File: config.mk
export PLATFORM = sky130hd
export DESIGN_NAME = regfile_port_arbiter
export DESIGN_NICKNAME = d
export VERILOG_FILES = /design/src/rtl/riscm_pkg.sv /design/src/rtl/rr_arb2.sv /design/src/rtl/regfile_port_arbiter.sv
export SDC_FILE = /design/constraint.sdc
export NUM_CORES = 1
export LEC_CHECK = 0
export CAP_MARGIN = 20
export CORE_ASPECT_RATIO = 2
export CORE_MARGIN = 2
export CORE_UTILIZATION = 25
export CTS_BUF_LIST = sky130_fd_sc_hd__clkbuf_8
export CTS_CLUSTER_SIZE = 20
export DETAILED_ROUTE_END_ITERATION = 10
export SLEW_MARGIN = 40
export SYNTH_ARGS = -nofsm -noshare
export SYNTH_HDL_FRONTEND = slang
export SYNTH_SLANG_ARGS = --single-unit
File: constraint.sdc
create_clock -name clk -period 5.5 [get_ports clk]
set_input_delay 1.1 -clock clk [delete_from_list [all_inputs] [get_ports clk]]
set_output_delay 1.1 -clock clk [all_outputs]
set_load 0.05 [all_outputs]
File: src/rtl/riscm_pkg.sv
// Shared constants and requester encoding for the register-file port arbiter.
// The two-way arbiters and the top-level capture logic import this package.
package riscm_pkg;

    localparam int unsigned DATA_W = 16;
    localparam int unsigned ADDR_W = 3;

    typedef enum logic {
        REQ0 = 1'b0,
        REQ1 = 1'b1
    } req_idx_t;

    // One-hot grant vector naming a single requester.
    function automatic logic [1:0] req_onehot(input req_idx_t idx);
        return (idx == REQ1) ? 2'b10 : 2'b01;
    endfunction

endpackage

File: src/rtl/rr_arb2.sv
// Two-way round-robin arbiter: combinational one-hot grant from req and the preference pointer.
// After any grant the pointer moves to the other requester; reset blocks all grants.
module rr_arb2
    import riscm_pkg::*;
(
    input  logic     clk,
    input  logic     reset,
    input  logic [1:0] req,
    output logic [1:0] gnt,
    output req_idx_t ptr
);

    req_idx_t ptr_q, ptr_d;

    always_comb begin
        gnt = 2'b00;
        if (!reset) begin
            unique case (req)
                2'b01:   gnt = 2'b01;
                2'b10:   gnt = 2'b10;
                2'b11:   gnt = req_onehot(ptr_q);
                default: gnt = 2'b00;
            endcase
        end
    end

    always_comb begin
        ptr_d = ptr_q;
        if (gnt[0]) begin
            ptr_d = REQ1;
        end else if (gnt[1]) begin
            ptr_d = REQ0;
        end
    end

    always_ff @(posedge clk) begin
        if (reset) begin
            ptr_q <= REQ0;
        end else begin
            ptr_q <= ptr_d;
        end
    end

    assign ptr = ptr_q;

endmodule

File: src/rtl/regfile_port_arbiter.sv
// Shares the register file's single write port and single read port between two requesters
// each, with registered read return and same-cycle write-to-read bypass.
module regfile_port_arbiter
    import riscm_pkg::*;
#(
    parameter int unsigned DATA_W = riscm_pkg::DATA_W,
    parameter int unsigned ADDR_W = riscm_pkg::ADDR_W
) (
    input  logic              clk,
    input  logic              reset,

    input  logic              w0_valid,
    input  logic [ADDR_W-1:0] w0_num,
    input  logic [DATA_W-1:0] w0_data,
    output logic              w0_ready,
    input  logic              w1_valid,
    input  logic [ADDR_W-1:0] w1_num,
    input  logic [DATA_W-1:0] w1_data,
    output logic              w1_ready,

    input  logic              r0_valid,
    input  logic [ADDR_W-1:0] r0_num,
    output logic              r0_ready,
    output logic              r0_rvalid,
    output logic [DATA_W-1:0] r0_rdata,
    input  logic              r1_valid,
    input  logic [ADDR_W-1:0] r1_num,
    output logic              r1_ready,
    output logic              r1_rvalid,
    output logic [DATA_W-1:0] r1_rdata,

    output logic              rf_write,
    output logic [ADDR_W-1:0] rf_writenum,
    output logic [DATA_W-1:0] rf_data_in,
    output logic [ADDR_W-1:0] rf_readnum,
    input  logic [DATA_W-1:0] rf_data_out
);

    logic [1:0]        wr_gnt;
    logic [1:0]        rd_gnt;
    req_idx_t          wr_ptr;
    req_idx_t          rd_ptr;
    logic              bypass;
    logic [DATA_W-1:0] rd_capture;

    logic [1:0]        rvalid_q, rvalid_d;
    logic [DATA_W-1:0] rdata0_q, rdata0_d;
    logic [DATA_W-1:0] rdata1_q, rdata1_d;

    rr_arb2 u_wr_arb (
        .clk   (clk),
        .reset (reset),
        .req   ({w1_valid, w0_valid}),
        .gnt   (wr_gnt),
        .ptr   (wr_ptr)
    );

    rr_arb2 u_rd_arb (
        .clk   (clk),
        .reset (reset),
        .req   ({r1_valid, r0_valid}),
        .gnt   (rd_gnt),
        .ptr   (rd_ptr)
    );

    assign w0_ready = wr_gnt[0];
    assign w1_ready = wr_gnt[1];
    assign r0_ready = rd_gnt[0];
    assign r1_ready = rd_gnt[1];

    // Grants are already masked by reset inside the arbiters.
    assign rf_write = |wr_gnt;

    always_comb begin
        rf_writenum = '0;
        rf_data_in  = '0;
        unique case (wr_gnt)
            2'b01: begin
                rf_writenum = w0_num;
                rf_data_in  = w0_data;
            end
            2'b10: begin
                rf_writenum = w1_num;
                rf_data_in  = w1_data;
            end
            default: ;
        endcase
    end

    always_comb begin
        rf_readnum = '0;
        unique case (rd_gnt)
            2'b01:   rf_readnum = r0_num;
            2'b10:   rf_readnum = r1_num;
            default: ;
        endcase
    end

    // The register file only commits at the edge, so a same-cycle read would see stale data.
    assign bypass     = rf_write && (|rd_gnt) && (rf_writenum == rf_readnum);
    assign rd_capture = bypass ? rf_data_in : rf_data_out;

    always_comb begin
        rvalid_d = rd_gnt;
        rdata0_d = rd_gnt[0] ? rd_capture : rdata0_q;
        rdata1_d = rd_gnt[1] ? rd_capture : rdata1_q;
    end

    always_ff @(posedge clk) begin
        if (reset) begin
            rvalid_q <= 2'b00;
            rdata0_q <= '0;
            rdata1_q <= '0;
        end else begin
            rvalid_q <= rvalid_d;
            rdata0_q <= rdata0_d;
            rdata1_q <= rdata1_d;
        end
    end

    // A read granted just before reset must not surface as a valid pulse during reset.
    assign r0_rvalid = rvalid_q[0] && !reset;
    assign r1_rvalid = rvalid_q[1] && !reset;
    assign r0_rdata  = rdata0_q;
    assign r1_rdata  = rdata1_q;

    // Pointers are internal state; exposed only for visibility in simulation.
    logic unused_ptrs;
    assign unused_ptrs = ^{wr_ptr, rd_ptr};

endmodule

==> flow_metrics.tcl <==
set metrics [dict create \
    crit_arrival_ns 3.51 \
    post_synth_xor_xnor_area_pct 0 \
    setup_repair_after_global_routing_missed_its_margin "no" \
    remaining_drc_errors 0 \
    series_of_cell_instances_along_the_critical_path "clkdlybuf4s50_1 > a21bo_2 > nor2_1 > inv_1 > ha_1 > a22o_1 > and2_1 > clkdlybuf4s50_1" \
    core_area_sq_mm 0.00901 \
    min_to "u_wr_arb.ptr" \
    die_y_um 140 \
    cts-buffers-inserted 5 \
    crit_path_max_fanout 5 \
    synth-seq-area-share_pct 31.2 \
    ctsHoldBuffers 0 \
    starting_utilization_of_the_core_area_pct 25.6 \
    synth_area_per_cell_sq_um 7.78 \
    finalHoldViolCount 0 \
    dpl.cell_count 505 \
    number_of_global_route_vias_before_repair 2615 \
    gp_routability_congestion 0.778 \
    die_x_um 72.0 \
    drt-vias-per-instance 5.07 \
    min_delay_worst_type "reg -> reg" \
    hold_path_startpoint "u_wr_arb.ptr" \
    finalCritPeriodShare_pct 83.8 \
    power_leakage_nw 1.64 \
    power.density_cell_area_mw_per_mm2 215 \
    crit_path_top_delay_cell "clkdlybuf4s50_1" \
    finalNonFillerCells 513 \
    cts-resized-gates 0 \
    largest_net_degree_at_the_start_of_global_routing 34 \
    globalRoute.totalOverflow 0 \
    reg2reg_slack_ns 2.20 \
    layout_setup_ws_ns 0.891 \
    tritoncts "yes" \
    clock_insertion_delay_worst_skew_ns 0.29 \
    top_library_cells_by_usage_in_the_layout_fill_and_taps_aside "clkdlybuf4s50_1, nor2_1, dfxtp_1" \
    finalCriticalPeriod_ns 4.61 \
    grt_antenna_before_repair 0 \
    synth_top_family_by_area "compound AO/OA/AOI/OAI gates" \
    layout.filler_cells 887 \
    ant_nets 0 \
    grt_first_pass_wirelength_mm 13.8 \
    fin_tns_setup_ns 0 \
    clk_pin_slew_worst_paths_ns 0.07 \
    timing.final.max_slew_violations 0 \
    post-route-cell-area_sq_mm 0.00390 \
    postPlaceCellArea_sq_mm 0.00381 \
    r2r_end "r0_rdata[14]" \
    clockBufferDepth 2 \
    firstDrtPassIters 4 \
    postSynthCellCount 297 \
    postRouteWirelength_mm 8.93 \
    port_buffers 126 \
    yosys_warnings 0 \
    ff2ff_path_depth 10 \
    yosys-mux-area-fraction_pct 0 \
    synth_compound_gate_area_share_pct 32.9 \
    synth-adder-area-share_pct 3.25 \
    worst_pin_slew_ns 0.659 \
    fin_worst_skew_ns 0.00536 \
    num_vias 2601 \
    design.final.nets 482 \
    critPathLaunchType "primary input" \
    critPathMostFrequentCell "clkdlybuf4s50_1" \
    h_tree_levels 2 \
    critPathKind "in -> out" \
    timing.hold.worst_path_depth 2 \
    slowest_delay_ns 0.69 \
    cts.repair_timing.setup_buffer_count 0 \
    required_ns 4.40 \
    ir_worst_vdd_uv 79.5 \
    ys_types 32 \
    r2r_start "u_rd_arb.ptr" \
    crit_end_category "primary output" \
    yosys_register_bits 36 \
    mappedNetlistNets 369 \
    mostFrequentLayoutCell "clkdlybuf4s50_1" \
    flow.area_growth_from_synthesis_pct 69.0 \
    floorplan.die_area_sq_mm 0.0101 \
    relSlewSlack_pct 56.1 \
    timing.final.setup_violations 0 \
    post_synth_instance_area_sq_mm 0.00231 \
    route.detailed.wl_per_inst_um 17.4 \
    detailed_place_hpwl_mm 6.99 \
    max_clock_freq_mhz 217 \
    cts.sinks 36 \
    cts_root_buf "clkbuf_8" \
    post_synth_and_or_nand_nor_area_fraction_pct 22.2 \
    site_row_count 49 \
    status "finished, final reports clean" \
    global_route_usage_sum_pct 17.9 \
    max_cap_viol_count 0 \
    pin_count 127 \
    post-place-ws_ns 0.922 \
    detailedRoute.firstIterationViolations 157 \
    antenna_cells 0 \
    post_route_cells_drive_above_1_share_pct 10.9 \
]
-- Yosys cell counts --
cell	number	share of area [%]
nor4_1	31	8.4
nor2b_1	2	0.54
o21ai_1	1	0.22
ha_1	6	3.3
buf_6	5	2.4
nand3b_1	1	0.33
buf_2	1	0.22
nand2b_1	1	0.27
clkbuf_1	23	3.7
inv_1	23	3.7
a21oi_1	3	0.65
and2_1	3	0.81
a22o_1	18	6.8
dfxtp_1	36	31
nand2_1	18	2.9
nor2_1	43	7.0
a21bo_2	1	0.43
a22oi_4	1	0.92
o21a_1	1	0.33
a311o_1	1	0.43
a211o_1	1	0.38
o211ai_1	3	0.98
or2_2	1	0.27
a22oi_1	3	0.98
nand4b_1	1	0.38
buf_4	1	0.33
a211oi_1	33	11
or2_1	1	0.27
or4b_1	1	0.43
nor3b_1	1	0.33
o21bai_1	31	10
nor3_1	1	0.22
-- critical path, delay by kind of cell --
kind                     cells  cell delay (ns)
buffers and inverters        3             1.28
AO/OA/AOI/OAI                2             0.47
AND/OR/NAND/NOR              2             0.40
adder cells (fa/ha/maj)      1             0.24
-- cell families (layout without fill, tap and decap cells) --
group           after synthesis  count (layout)
buf+inv                      53             167
simple gates                105             105
fa+ha+maj                     6               6
compound gates               97              97
flops                        36              36
-- worst max-delay path by stage --
| stage | start | end | slack (ns) | depth (start not counted) |
|---|---|---|---|---|
| finish | r1_valid | rf_readnum[1] | 0.89 | 8 |
| floorplan | r0_valid | rf_readnum[0] | 0.89 | 8 |
| CTS | r1_valid | rf_readnum[1] | 0.91 | 8 |
| global placement | r1_valid | r0_rdata[14] | 0.86 | 11 |
| detailed placement | r1_valid | rf_readnum[1] | 0.92 | 8 |
| global route | r1_valid | rf_readnum[1] | 0.79 | 8 |
-- where the power goes --
part	total (W)	internal [W]	switching (W)	leakage [nW]
combinational	0.000348	0.000140	0.000208	1.29
sequential	0.000295	0.000283	0.0000124	0.298
clock	0.000198	0.000100	0.0000977	0.0510
-- flip-flops by register name, indices dropped and copies added (netlist names) --
signal and cells:
u_wr_arb.ptr 1, r0_rdata 16, u_rd_arb.ptr 1, rvalid_q 2
r1_rdata 16
-- per-layer routing --
layer | routed length (um) | share of wire (%) | global-route usage [%]
met1 | 3120 | 35 | 18.3
met2 | 5090 | 57 | 33.9
met3 | 379 | 4.2 | 2.81
met4 | 341 | 3.8 | 8.54
met5 | 0 | 0 | 0
-- through the flow --
step	hold WS (ns)	utilization, %	power [W]
finish	0.516	43.3	0.000841
global route	0.545	43.3	0.000879
detailed placement	0.498	42.2	0.000652
floorplan	0.468	-	0.000502
CTS	0.518	43.3	0.000850
global placement	0.480	42.2	0.000648
-- area by class of cell --
class,instances,area [sq um],area share [%]
Inverter,23,86.3,2.21
Timing Repair Buffer,136,1520,39.0
Clock buffer,6,82.6,2.12
Sequential cell,36,721,18.5
Tap cell,102,128,3.27
Multi-Input combinational cell,208,1360,34.7
Clock inverter,2,10.0,0.256
Power figures use the tool's default switching activity.
